### src/rtl/isc_ack_merge_if.sv
// Ack-merge bus: per-source ack pulses in, serialised ack pulse and status out.
// The slave side is the merger; the master side is whoever feeds and observes it.
interface isc_ack_merge_if #(
  parameter int SRC_NB = 4
);
  localparam int SRC_W = (SRC_NB > 1) ? $clog2(SRC_NB) : 1;

  logic [SRC_NB-1:0] in_pulse;
  logic              out_en;
  logic              ovf_clr;
  logic              out_pulse;
  logic [SRC_W-1:0]  out_src;
  logic              busy;
  logic              ovf;

  modport master (
    output in_pulse, out_en, ovf_clr,
    input  out_pulse, out_src, busy, ovf
  );

  modport slave (
    input  in_pulse, out_en, ovf_clr,
    output out_pulse, out_src, busy, ovf
  );
endinterface

### src/rtl/isc_ack_merge.sv
// Serialises simultaneous sync-ack pulses from SRC_NB sources into at most one
// pulse per cycle, with a saturating pending counter per source and round-robin grant.
module isc_ack_merge #(
  parameter int SRC_NB = 4,
  parameter int PEND_W = 3
) (
  input  logic           clk,
  input  logic           s_rst_n,
  isc_ack_merge_if.slave bus
);

  localparam int SRC_W = (SRC_NB > 1) ? $clog2(SRC_NB) : 1;
  localparam logic [PEND_W-1:0] PEND_MAX = '1;

  logic [PEND_W-1:0] r_pend [SRC_NB];
  logic [SRC_W-1:0]  r_rr;
  logic              r_out_pulse;
  logic [SRC_W-1:0]  r_out_src;
  logic              r_busy;
  logic              r_ovf;

  logic [SRC_NB-1:0] w_req;
  logic [SRC_NB-1:0] w_grant;
  logic [SRC_NB-1:0] w_sat;
  logic [SRC_NB-1:0] w_pend_nz;
  logic [SRC_W-1:0]  w_cand [SRC_NB];
  logic [PEND_W-1:0] w_pend_nxt [SRC_NB];
  logic              w_any_grant;
  logic [SRC_W-1:0]  w_grant_idx;

  function automatic logic [SRC_W-1:0] wrap_add(input logic [SRC_W-1:0] a, input int b);
    int s;
    s = int'({1'b0, a}) + b;
    if (s >= SRC_NB) s = s - SRC_NB;
    return s[SRC_W-1:0];
  endfunction

  genvar gi;
  generate
    for (gi = 0; gi < SRC_NB; gi++) begin : g_src
      // A fresh pulse is requestable in its arrival cycle, so bypassed acks never touch pend.
      assign w_req[gi]      = (r_pend[gi] != '0) | bus.in_pulse[gi];
      assign w_cand[gi]     = wrap_add(r_rr, gi);
      assign w_sat[gi]      = (r_pend[gi] == PEND_MAX) & bus.in_pulse[gi] & ~w_grant[gi];
      assign w_pend_nxt[gi] = w_sat[gi] ? r_pend[gi]
                            : r_pend[gi] + PEND_W'(bus.in_pulse[gi]) - PEND_W'(w_grant[gi]);
      assign w_pend_nz[gi]  = |w_pend_nxt[gi];
    end
  endgenerate

  always_comb begin
    w_any_grant = 1'b0;
    w_grant_idx = r_rr;
    w_grant     = '0;
    if (bus.out_en) begin
      for (int k = 0; k < SRC_NB; k++) begin
        if (!w_any_grant && w_req[w_cand[k]]) begin
          w_any_grant = 1'b1;
          w_grant_idx = w_cand[k];
        end
      end
    end
    if (w_any_grant) w_grant[w_grant_idx] = 1'b1;
  end

  always_ff @(posedge clk or negedge s_rst_n) begin
    if (!s_rst_n) begin
      for (int i = 0; i < SRC_NB; i++) r_pend[i] <= '0;
      r_rr        <= '0;
      r_out_pulse <= 1'b0;
      r_out_src   <= '0;
      r_busy      <= 1'b0;
      r_ovf       <= 1'b0;
    end else begin
      for (int i = 0; i < SRC_NB; i++) r_pend[i] <= w_pend_nxt[i];
      if (w_any_grant) begin
        r_rr      <= wrap_add(w_grant_idx, 1);
        r_out_src <= w_grant_idx;
      end
      r_out_pulse <= w_any_grant;
      r_busy      <= |w_pend_nz;
      // A drop in the same cycle as a clear keeps the flag set.
      if (|w_sat) r_ovf <= 1'b1;
      else if (bus.ovf_clr) r_ovf <= 1'b0;
    end
  end

  assign bus.out_pulse = r_out_pulse;
  assign bus.out_src   = r_out_src;
  assign bus.busy      = r_busy;
  assign bus.ovf       = r_ovf;

endmodule

### src/flat_wrapper.sv
// flat-port wrapper written by rule: the top's interface ports become plain ports
module isc_ack_merge_flat 
#(
  parameter int SRC_NB = 4,
  parameter int PEND_W = 3
)
  (clk, s_rst_n, bus_in_pulse, bus_out_en, bus_ovf_clr, bus_out_pulse, bus_out_src, bus_busy, bus_ovf);
  isc_ack_merge_if #(.SRC_NB(SRC_NB)) bus_i ();
  input  logic clk;
  input  logic s_rst_n;
  input wire logic [$bits(bus_i.in_pulse)-1:0] bus_in_pulse;
  input wire logic [$bits(bus_i.out_en)-1:0] bus_out_en;
  input wire logic [$bits(bus_i.ovf_clr)-1:0] bus_ovf_clr;
  output wire logic [$bits(bus_i.out_pulse)-1:0] bus_out_pulse;
  output wire logic [$bits(bus_i.out_src)-1:0] bus_out_src;
  output wire logic [$bits(bus_i.busy)-1:0] bus_busy;
  output wire logic [$bits(bus_i.ovf)-1:0] bus_ovf;
  assign bus_i.in_pulse = bus_in_pulse;
  assign bus_i.out_en = bus_out_en;
  assign bus_i.ovf_clr = bus_ovf_clr;
  assign bus_out_pulse = bus_i.out_pulse;
  assign bus_out_src = bus_i.out_src;
  assign bus_busy = bus_i.busy;
  assign bus_ovf = bus_i.ovf;
  isc_ack_merge #(.SRC_NB(SRC_NB), .PEND_W(PEND_W)) u_core (.clk(clk), .s_rst_n(s_rst_n), .bus(bus_i));
endmodule
### config.mk
export PLATFORM = sky130hd
export DESIGN_NAME = isc_ack_merge_flat
export DESIGN_NICKNAME = d
export VERILOG_FILES = /design/src/rtl/isc_ack_merge_if.sv /design/src/rtl/isc_ack_merge.sv /design/src/flat_wrapper.sv
export SDC_FILE = /design/constraint.sdc
export NUM_CORES = 1
export LEC_CHECK = 0
export BUFFER_PORTS_ARGS = -buffer_cell sky130_fd_sc_hd__buf_2
export CAP_MARGIN = 25
export CORE_MARGIN = 10
export CORE_UTILIZATION = 58
export CTS_CLUSTER_DIAMETER = 200
export DETAILED_ROUTE_END_ITERATION = 7
export PLACE_DENSITY = 0.78
export SYNTH_ARGS = -nofsm -noshare
export SYNTH_HDL_FRONTEND = slang
export SYNTH_SLANG_ARGS = --single-unit
export TNS_END_PERCENT = 30
### constraint.sdc
create_clock -name clk -period 5.25 [get_ports clk]
set_input_delay 0.525 -clock clk [delete_from_list [all_inputs] [get_ports clk]]
set_output_delay 0.525 -clock clk [all_outputs]
set_load 0.005 [all_outputs]
# After elaboration in Yosys (flattened, before gate mapping)
# Cells that the tools add are included.
[classes]
bitwise = 16
n_reduce_logical = 14
n_addsub = 17
n_eq_ne = 4
magnitude_cmp = 11
muxes = 35
[ops]
columns = ["op", "n"]
rows = [
  ["2-bit 2-to-1 mux", 10],
  ["2-bit by 3-bit < comparator with 1-bit output, second input constant", 5],
  ["1-bit 2-to-1 mux", 15],
  ["3-bit by 1-bit adder with 3-bit output", 4],
  ["3-bit equality test, second input constant", 4],
  ["3-bit >= comparator, second input constant", 4],
  ["3-bit 2-to-1 mux", 4],
  ["3-bit nonzero test", 4],
  ["12-bit OR reduction", 1],
  ["3-bit by 1-bit subtractor with 3-bit output", 4],
  ["2-bit by 1-bit subtractor with 2-bit output, second input constant", 5],
  ["1-bit AND", 8],
  ["1-bit binary-select mux with 2-bit select", 4],
  ["2-bit by 1-bit adder with 3-bit output, second input constant", 2],
  ["2-bit by 2-bit adder with 3-bit output, second input constant", 2],
  ["1-bit logical AND", 4],
  ["4-bit 2-to-1 mux", 1],
  ["1-bit inverter", 4],
  ["1-bit OR", 4],
  ["4-bit OR reduction", 1],
  ["2-bit by 3-bit >= comparator with 1-bit output, second input constant", 1],
  ["1-bit zero test", 3],
  ["1-bit demux with 2-bit select", 1],
  ["2-bit by 1-bit >= comparator with 1-bit output, second input constant", 1],
  ["2-bit nonzero test", 1],
]
[totals]
register_bits = 19
in_bits = 8
output_inout_bits = 5
word_cells = 106

# Depth between registers and ports, before layout
# Gate-level depths: netlist (run 1).
[depth]
depth_word = 27
depth_mapped = 17
ltp_nobuf = 16

# Worst setup path after synthesis (run 1)
# OpenSTA, ideal clock, no wires.
[synth_path]
kind = "input -> register"
from = "input port bus_in_pulse[1]"
to = "register u_core.r_busy, in the netlist u_core.bus.busy"
path_slack_ns = 1.038
path_stages = 16
setup_time_ns = 0.138
arrival_ns = 4.073
path_cell_list = "or4_1 > buf_6 > o2111ai_2 > nand2_2 > o31ai_2 > xnor2_1 > ha_1 > and2_4 > ha_1 > inv_1 > ha_1 > fa_1 > xnor2_1 > xnor2_1 > o21ai_4 > or4_1"
[synth_rtl]
columns = ["element", "line_no", "source"]
rows = [
  ["start: declaration", "flat_wrapper.sv:11", "input wire logic [$bits(bus_i.in_pulse)-1:0] bus_in_pulse;"],
  ["end signal: assignment", "isc_ack_merge.sv:81", "r_busy <= |w_pend_nz;"],
  ["end: declaration", "isc_ack_merge.sv:19", "logic r_busy;"],
]

==> flow_summary.json, run 1 <==
{
  "path_buf_inv": 1,
  "clk_pin_slew_ns": 0.11,
  "post-route-min-period_ns": 4.43,
  "fin_worst_skew_ns": 0.00271,
  "ios": 13,
  "ir_drop_mv": 0.393,
  "dpl.hpwl_um": 2370,
  "path_cells": "or4_1 > o2111ai_2 > nand2_2 > o31ai_2 > xnor2_1 > ha_1 > and2_4 > ha_1 > inv_1 > ha_1 > fa_1 > xnor2_1 > xnor2_1 > o21ai_4 > or4_1",
  "fin_tns_setup_ns": 0,
  "cts_setup_buffers": 0,
  "cts_resized": 0,
  "die_area_sq_mm": 0.00480,
  "drc": 0,
  "synth_nets": 165,
  "critPathCapture": "u_core.bus.busy",
  "nets": 180,
  "clk_path_buf_depth": 2,
  "cts_tree": "done",
  "finalHoldViolCount": 0,
  "seq_area_frac_synth_pct": 33.7,
  "fin_area_sq_mm": 0.00151,
  "core_area_sq_mm": 0.00225,
  "layout_common_cells": "inv_1 (20), dfrtp_1 (19), ha_1 (12), buf_2 (12)",
  "yosysWarnings": 0,
  "drt_iter0_markers": 69,
  "grt_max_degree": 20,
  "cp_max_fo": 7,
  "hp-class": "in2async",
  "p_per_area_mw_per_mm2": 612,
  "reg2reg_depth": 15,
  "critPathMaxStageDelay_ns": 0.67,
  "cts_buffers": 3,
  "arrival_ns": 4.62,
  "rsz0062_at_grt": "no",
  "io_buffers": 12,
  "drt-vias-per-instance": 5.91,
  "totalPowerFinal_mw": 0.926,
  "ant_nets": 0,
  "grt_usage_pct": 12.9,
  "clk_latency_ns": 0.30,
  "drt_wl_total_um": 2910,
  "maxCapViolations": 0,
  "synth_cell_types": 35,
  "antenna_cells": 0,
  "antenna_found_initial": 0,
  "worstPathRequired_ns": 5.43,
  "clock.fmax_mhz": 226,
  "grt_pass1_wl_um": 5260,
  "end_kind": "register",
  "ys_ff_latch": 19,
  "slew_viol_final": 0,
  "status": "complete, no violations",
  "grt_overflow": 0,
  "worstMarginPinSlew_ns": 0.633,
  "drive_gt1_share_pct": 20.0,
  "startpoint": "u_core.r_pend[7]",
  "critPathKind": "reg2reg",
  "htree_num_levels": 1,
  "slowest_stage": "or4_1",
  "mostFrequentLayoutCell": "inv_1",
  "num_vias": 1082,
  "total_leakage_power_nw": 0.679,
  "reg2reg_slack_ns": 0.82,
  "relSlewSlack_pct": 57.4,
  "fin_crit_sh_pct": 84.4,
  "place_area_sq_mm": 0.00149,
  "wire_per_inst_um": 15.9,
  "rr_endpoint": "u_core.bus.busy",
  "cts.sinks": 19,
  "gp_congestion": 0.814,
  "critical-path-top-delay-family": "simple AND/OR/NAND/NOR gates",
  "grt_pass1_vias": 1187,
  "r2r_start": "u_core.r_pend[7]",
  "synthCells": 141,
  "drt_first_pass_iters": 4,
  "syn_to_final_growth_pct": 7.36,
  "syn_avg_cell_area_sq_um": 10.0,
  "rows": 17,
  "die_w_um": 69.3,
  "worstSetupStartpointType": "register",
  "worst-path-stages": 15,
  "setup_viol": 0,
  "holdBufCountCts": 0,
  "initial_core_util_pct": 62.5,
  "cts_root_buf": "clkbuf_4",
  "netlist_area_sq_mm": 0.00141,
  "die_h_um": 69.3
}
==> worst reg2reg max path, stage by stage, from the launching register on <==
cell and delay (ns):
dfrtp_1 0.46, or4_1 0.67, o2111ai_2 0.24, nand2_2 0.12, o31ai_2 0.38, xnor2_1 0.17
ha_1 0.25, and2_4 0.16, ha_1 0.27, inv_1 0.04, ha_1 0.18, fa_1 0.38
xnor2_1 0.15, xnor2_1 0.26, o21ai_4 0.10, or4_1 0.51
==> power by group <==
part	internal (mW)	switching, mW
clock	0.0285	0.0462
sequential	0.220	0.0832
combinational	0.264	0.284
==> registers in the layout, indices dropped and copies added (netlist names) <==
signal	cells
u_core.r_pend	12
u_core.bus.out_src	2
u_core.bus.out_pulse	1
u_core.bus.ovf	1
u_core.r_rr	2
u_core.bus.busy	1
==> per-stage QoR <==
| stage | cells | setup slack [ns] | util [%] | hold slack, ns |
|---|---|---|---|---|
| finish | 183 | 0.820 | 67.1 | 0.133 |
| global route | 183 | 0.584 | 67.1 | 0.149 |
| CTS | 183 | 0.802 | 67.1 | 0.144 |
| detailed placement | 179 | 0.607 | 65.9 | 0.482 |
| global placement | 179 | 0.775 | 65.9 | 0.474 |
| floorplan | 141 | 1.04 | - | 0.229 |
==> cell usage after synthesis, drive strengths merged <==
| library cell | n | area, sq um |
|---|---|---|
| and3 | 1 | 6.26 |
| fa | 4 | 80.1 |
| buf | 2 | 22.5 |
| a21oi | 11 | 58.8 |
| o21a | 2 | 15.0 |
| xnor2 | 10 | 87.6 |
| nand3 | 6 | 30.0 |
| ha | 12 | 150 |
| o21ai | 5 | 36.3 |
| or4 | 6 | 52.6 |
| o221ai | 2 | 17.5 |
| or2 | 9 | 56.3 |
| nor2 | 4 | 15.0 |
| o41a | 1 | 21.3 |
| and2 | 4 | 32.5 |
| nor4 | 6 | 37.5 |
| nor4b | 1 | 23.8 |
| nand2 | 4 | 17.5 |
| a22o | 1 | 8.76 |
| a22oi | 2 | 15.0 |
| clkbuf | 1 | 3.75 |
| dfrtp | 19 | 475 |
| or4b | 1 | 10.0 |
| o2111ai | 2 | 23.8 |
| inv | 20 | 75.1 |
| nand4 | 4 | 25.0 |
| o31ai | 1 | 12.5 |
==> cells by family (layout without fill, tap and decap cells) <==
logic type / count (synthesis) / after routing / synth area share, %
AO/OA/AOI/OAI: 27 / 27 / 14.8
XOR/XNOR: 10 / 10 / 6.21
buffers and inverters: 23 / 37 / 7.19
flip-flops: 19 / 19 / 33.7
AND/OR/NAND/NOR: 46 / 46 / 21.7
adder cells (fa/ha/maj): 16 / 16 / 16.3
==> layer usage <==
layer	GRT usage [%]	vias up	part of all wire (%)
li1	-	525	-
met1	14.2	519	42
met2	23.3	33	50
met3	2.57	5	5.4
met4	5.32	0	1.9
met5	0	-	0
==> final cells by class <==
class / count / area (sq um)
clock buffers: 3 / 22.5
clock inverters: 1 / 5.00
fillers: 192 / 741
inverters: 20 / 75.1
multi-input cells: 99 / 833
flip-flops and latches: 19 / 475
well taps: 28 / 35.0
repair buffers: 13 / 67.6
==> worst min-delay path by stage <==
| stage | startpoint | endpoint | slack [ns] | depth (start not counted) |
|---|---|---|---|---|
| finish | s_rst_n | u_core.r_pend[6] | 0.13 | 1 |
| global placement | u_core.bus.out_src[1] | u_core.bus.out_src[1] | 0.47 | 1 |
| CTS | s_rst_n | u_core.r_pend[8] | 0.14 | 1 |
| floorplan | s_rst_n | u_core.bus.busy | 0.23 | 0 |
| detailed placement | s_rst_n | u_core.r_pend[8] | 0.48 | 1 |
| global route | s_rst_n | u_core.r_pend[6] | 0.15 | 1 |
Power figures use the tool's default switching activity.
==> run 2: changes to the inputs <==
- ABC_AREA: not set -> 1
- CORE_UTILIZATION: 58 -> 53
- PLACE_DENSITY: 0.78 -> 0.75
- clock period: 5.25 -> 3.76 ns (I/O delays scaled with it)
==> flow_summary.json, run 2 <==
{
  "critPathKind": "reg2reg",
  "end_kind": "register",
  "drt-vias-per-instance": 5.22,
  "swShare_pct": 49.5,
  "syn_avg_cell_area_sq_um": 8.15,
  "finalHoldViolCount": 19,
  "cp_max_fo": 3,
  "nets": 236,
  "place_area_sq_mm": 0.00161,
  "yosysWarnings": 0,
  "startpoint": "u_core.r_pend[1]",
  "rows": 19,
  "relSlewSlack_pct": 71.1,
  "total_leakage_power_nw": 0.937,
  "synth_nets": 211,
  "fill_cells": 204,
  "grt_pass1_wl_um": 5180,
  "cts_root_buf": "clkbuf_4",
  "clk_path_buf_depth": 2,
  "fin_worst_skew_ns": 0.00765,
  "wire_per_inst_um": 14.4,
  "fin_crit_sh_pct": 95.7,
  "ir_drop_mv": 0.656,
  "synthCells": 187,
  "die_area_sq_mm": 0.00542,
  "drt_first_pass_iters": 4,
  "regMostFlops": "u_core.r_pend",
  "crit_top_cell": "ha_4",
  "synth_mux_area_share_pct": 0,
  "combPwrFrac_pct": 70.5,
  "cts_tree": "done",
  "r2r_start": "u_core.r_pend[1]",
  "holdBufCountCts": 0,
  "path_cells": "nor2_2 > nand3_1 > nand3_2 > nand2_2 > nor2_4 > nand2_2 > o21ai_2 > inv_1 > nand2_1 > nand3_2 > a22oi_2 > buf_4 > ha_4 > nand3_4 > inv_2 > ha_4 > inv_2 > ha_4 > fa_1 > nor4_2 > nand3_1 > nor2_1 > nand2_1",
  "worstSetupStartpointType": "register",
  "num_vias": 1263,
  "maxCapViolations": 0,
  "synth_top_area_share_pct": 31.2,
  "synth_top_family_by_area": "simple AND/OR/NAND/NOR gates",
  "clk_latency_ns": 0.31,
  "netlist_area_sq_mm": 0.00152,
  "hp-class": "in2async",
  "cts_buffers": 3,
  "violations": "negative hold slack",
  "io_buffers": 12,
  "p_seq_share_pct": 23.5,
  "grt_overflow": 0,
  "seq_area_frac_synth_pct": 31.2,
  "clock.fmax_mhz": 278,
  "synth_xor_area_share_pct": 5.83,
  "totalPowerFinal_mw": 1.81,
  "finish.utilization_pct": 69.0,
  "antenna_found_initial": 0,
  "synth_fa_ha_area_share_pct": 15.1,
  "synth_flop_cell": "dfrtp_1",
  "post-route-min-period_ns": 3.60,
  "synth_common_cells": "inv_1 (38), nand2_1 (36), dfrtp_1 (19)",
  "drt_wl_total_um": 3500,
  "critPathMaxStageDelay_ns": 0.45,
  "grt_usage_pct": 11.9,
  "ant_nets": 0,
  "holdWs_ns": -0.0121,
  "p_per_area_mw_per_mm2": 952,
  "worstMarginPinSlew_ns": 0.433,
  "gp_congestion": 0.893,
  "core_area_sq_mm": 0.00276,
  "synth_area_leader_cell": "dfrtp_1",
  "slew_viol_final": 0,
  "worstPathRequired_ns": 3.96,
  "die_h_um": 73.6,
  "ys_ff_latch": 19,
  "setup_viol": 0,
  "ios": 13,
  "die_w_um": 73.6,
  "syn_to_final_growth_pct": 24.8,
  "synth-simple-area-share_pct": 31.1,
  "largest_reg_flops": 12,
  "drc": 0,
  "synth_cell_types": 31,
  "synth-compound-area-share_pct": 4.84,
  "grt_max_degree": 20,
  "htree_num_levels": 1,
  "antenna_cells": 0,
  "slowest_stage": "fa_1",
  "layout_common_cells": "inv_1 (33), nand2_1 (33), dfrtp_1 (17)",
  "drive_gt1_share_pct": 41.2,
  "dpl.hpwl_um": 2410,
  "ys_top_cells_by_area": "dfrtp_1 (31%), ha_1 (9.9%), inv_1 (9.4%)",
  "p_int_mw": 0.913,
  "yosysMostFrequentCell": "inv_1",
  "async_flop_share_pct": 100,
  "arrival_ns": 3.80,
  "status": "finished with violations",
  "cts.sinks": 19,
  "drt_iter0_markers": 96,
  "synth_enable_flop_cells": 0,
  "p_clk_share_pct": 6.0,
  "clk_pin_slew_ns": 0.11,
  "initial_core_util_pct": 55.3,
  "fin_area_sq_mm": 0.00190,
  "grt_pass1_vias": 1231,
  "p_sw_mw": 0.896
}
run 2: cell count changes after synthesis, moves of 3 or more:
cell     before  now
a21oi_1      10    2
and2_4        3    0
inv_1        20   38
nand2_1       3   36
nand2_2       1    8
nand3_1       6   16
nand3_2       0    5
nor2_1        4   16
nor4_1        6    1
or2_1         7    0
or4_1         4    0
xnor2_1      10    5
run 2: kinds of logic (layout without fill, tap and decap cells):
kind of cell / count (synthesis) / in the layout
AND/OR/NAND/NOR: 92 / 92
buffers and inverters: 43 / 67
flip-flops: 19 / 19
adder cells (fa/ha/maj): 16 / 16
AO/OA/AOI/OAI: 9 / 9
XOR/XNOR: 8 / 8
run 2: metrics by stage:
stage               worst slack (ns)  cells   TNS, ns
finish                         0.162    242         0
global route                 -0.0725    242   -0.0725
CTS                           0.0396    233         0
detailed placement          -0.00818    229  -0.00818
floorplan                      0.390    187         0
global placement              0.0744    229         0
run 2: worst max-delay path: cells and delay by family (launching register included):
family                   cells  cell delay (ns)
buffers and inverters        4             0.37
adder cells (fa/ha/maj)      4             0.89
AND/OR/NAND/NOR             13             1.54
AO/OA/AOI/OAI                2             0.28
flip-flops                   1             0.43
run 2: repair_timing:
item	in CTS	in global routing
hold endpoints to repair	0	0
pin swaps	0	21
buffers inserted	0	9
endpoints found under the setup margin	1	1
gates resized for setup	1	48
run 2: worst paths after layout:
path | endpoint | slack (ns) | depth (start not counted)
max | u_core.bus.busy | 0.16 | 23
min | u_core.r_pend[2] | -0.01 | 1
max reg2reg | u_core.bus.busy | 0.16 | 23
min reg2reg | u_core.bus.out_src[0] | 0.51 | 2
max in group asynchronous | u_core.r_rr[0] | 3.45 | 1
min in group clk | u_core.bus.ovf | 0.35 | 4
run 2: cell type report:
type	count	area (sq um)	area share (%)
multi-input cells	125	1050	55.5
inverters	41	161	8.49
well taps	31	38.8	2.04
repair buffers	22	143	7.50
clock buffers	4	26.3	1.38
flip-flops and latches	19	478	25.1
run 2: power groups by stage:
stage	clock network (mW)	registers (mW)	logic, mW
2_1_floorplan	0	0.369	0.802
3_3_place_gp	0	0.410	0.911
3_5_place_dp	0	0.415	0.944
4_1_cts	0.108	0.411	0.955
5_1_grt	0.117	0.440	1.43
6_report	0.108	0.425	1.28
run 2: metal layers:
layer  up-vias  routed length, um  global-route usage, %
li1        625                  -                      -
met1       611               1460                   14.0
met2        20               1850                   20.5
met3         7                100                   2.02
met4         0                 80                   5.18
met5         -                  0                      0
==> run 3: changes to the inputs <==
--- a/config.mk
+++ b/config.mk
@@ -14,2 +14,3 @@
 export DETAILED_ROUTE_END_ITERATION = 7
+export GPL_ROUTABILITY_DRIVEN = 0
 export PLACE_DENSITY = 0.75
==> constraint.sdc (replaced) <==
create_clock -name clk -period 3.76 [get_ports clk]
set_input_delay 0.94 -clock clk [delete_from_list [all_inputs] [get_ports clk]]
set_output_delay 0.94 -clock clk [all_outputs]
set_load 0.005 [all_outputs]
==> flow_summary.json, run 3 (same netlist as run 2, synthesis figures left out) <==
{
  "drt-vias-per-instance": 5.10,
  "die_h_um": 73.6,
  "worstMarginPinSlew_ns": 0.446,
  "critPathMaxStageDelay_ns": 0.34,
  "swShare_pct": 49.2,
  "p_seq_share_pct": 24.4,
  "die_w_um": 73.6,
  "cts_buffers": 3,
  "nets": 245,
  "post-route-min-period_ns": 3.74,
  "relSlewSlack_pct": 70.3,
  "r2r_start": "u_core.r_rr[1]",
  "ant_nets": 0,
  "holdBufCountCts": 0,
  "status": "complete, no violations",
  "grt_pass1_vias": 1289,
  "antenna_found_initial": 0,
  "p_sw_mw": 0.817,
  "p_per_area_mw_per_mm2": 894,
  "dpl.hpwl_um": 2710,
  "cts_root_buf": "clkbuf_4",
  "core_area_sq_mm": 0.00276,
  "total_leakage_power_nw": 0.988,
  "p_int_mw": 0.843,
  "worstPathRequired_ns": 3.98,
  "clk_latency_ns": 0.32,
  "syn_to_final_growth_pct": 21.8,
  "maxCapViolations": 0,
  "reg2reg_depth": 23,
  "finalHoldViolCount": 0,
  "clock.fmax_mhz": 267,
  "drt_wl_total_um": 3330,
  "end_kind": "register",
  "worstSetupStartpointType": "primary input",
  "grt_pass1_wl_um": 5530,
  "critical-path-top-delay-family": "simple AND/OR/NAND/NOR gates",
  "ir_drop_mv": 0.615,
  "clk_pin_slew_ns": 0.11,
  "combPwrFrac_pct": 69.0,
  "cts_tree": "done",
  "antenna_cells": 0,
  "rsz0062_at_grt": "yes",
  "largest_reg_flops": 12,
  "drt_first_pass_iters": 4,
  "p_clk_share_pct": 6.6,
  "grt_usage_pct": 12.7,
  "arrival_ns": 3.96,
  "slowest_stage": "fa_2",
  "drt_iter0_markers": 65,
  "layout_common_cells": "inv_1 (37), nand2_1 (35), buf_4 (19), dfrtp_1 (19), nand3_2 (14)",
  "grt_max_degree": 20,
  "wire_per_inst_um": 13.3,
  "fin_crit_sh_pct": 99.6,
  "clk_path_buf_depth": 2,
  "slew_viol_final": 0,
  "drive_gt1_share_pct": 36.4,
  "cts.sinks": 19,
  "fin_worst_skew_ns": 0.00391,
  "reg2reg_slack_ns": 0.11,
  "setup_viol": 0,
  "hp-class": "reg2reg",
  "io_buffers": 12,
  "ios": 13,
  "min_path_cells": 2,
  "startpoint": "bus_in_pulse[2]",
  "grt_overflow": 0,
  "path_buf_inv": 6,
  "cp_max_fo": 3,
  "rows": 19,
  "totalPowerFinal_mw": 1.66,
  "finish.utilization_pct": 67.3,
  "mostFrequentLayoutCell": "inv_1",
  "rr_endpoint": "u_core.bus.busy",
  "htree_num_levels": 1,
  "regMostFlops": "u_core.r_pend",
  "critPathKind": "in2reg",
  "drc": 0,
  "worst-path-stages": 26,
  "die_area_sq_mm": 0.00542,
  "num_vias": 1279,
  "critPathCapture": "u_core.bus.busy",
  "initial_core_util_pct": 55.3
}
## run 3: cell types whose count changed in the layout (fill, tap and decap cells not counted), moves of 5 or more
cell / change
buf_4: +11
ha_4: -5
nor2_2: -6
ha_1: +9
nand3_2: +8
## run 3: power groups by stage
stage / Clock, mW / Combinational [mW] / Sequential, mW
4_1_cts: 0.112 / 1.11 / 0.404
3_3_place_gp: 0 / 1.03 / 0.389
6_report: 0.109 / 1.15 / 0.405
2_1_floorplan: 0 / 0.806 / 0.371
3_5_place_dp: 0 / 1.09 / 0.396
5_1_grt: 0.119 / 1.28 / 0.418
## run 3: worst min-delay path by stage
stage | start | to
finish | u_core.bus.out_src[0] | u_core.bus.out_src[0]
global route | u_core.bus.out_src[0] | u_core.bus.out_src[0]
detailed placement | u_core.bus.out_src[0] | u_core.bus.out_src[0]
floorplan | u_core.bus.out_src[0] | u_core.bus.out_src[0]
global placement | u_core.bus.out_src[0] | u_core.bus.out_src[0]
CTS | u_core.bus.out_src[0] | u_core.bus.out_src[0]
## run 3: final cells by class
cell class	count	area, sq um
clock inverters	1	5.00
well taps	31	38.8
multi-input cells	125	953
repair buffers	31	203
flip-flops and latches	19	475
fillers	225	901
clock buffers	3	22.5
inverters	41	159
## run 3: timing repair
| item | in CTS | in global routing |
|---|---|---|
| setup endpoints to repair | 1 | 1 |
| pin swaps | 3 | 7 |
| resized for setup | 10 | 8 |
| buffers inserted | 0 | 1 |
## run 3: per-stage QoR
step / cell area [sq um] / cells / hold WS [ns] / worst slack (ns) / setup TNS [ns]
global route: 1860 / 251 / 0.523 / -0.233 / -0.233
CTS: 1810 / 250 / 0.497 / 0.00684 / 0
floorplan: 1530 / 187 / 0.479 / 0.00258 / 0
finish: 1860 / 251 / 0.490 / 0.0166 / 0
global placement: 1740 / 246 / 0.463 / -0.296 / -0.313
detailed placement: 1740 / 246 / 0.470 / -0.407 / -0.752
## run 3: tightest hold or removal path, stage by stage (launching register included)
cell and delay, ns:
dfrtp_1 0.35, nand2_1 0.06, o21ai_2 0.05
## run 3: routing by layer
metal	up-vias	share of wire [%]	global-route usage [%]
met5	-	0	0
met4	0	2.5	6.63
met3	7	2.8	1.62
met2	12	56	23.6
met1	623	39	13.5
li1	637	-	-
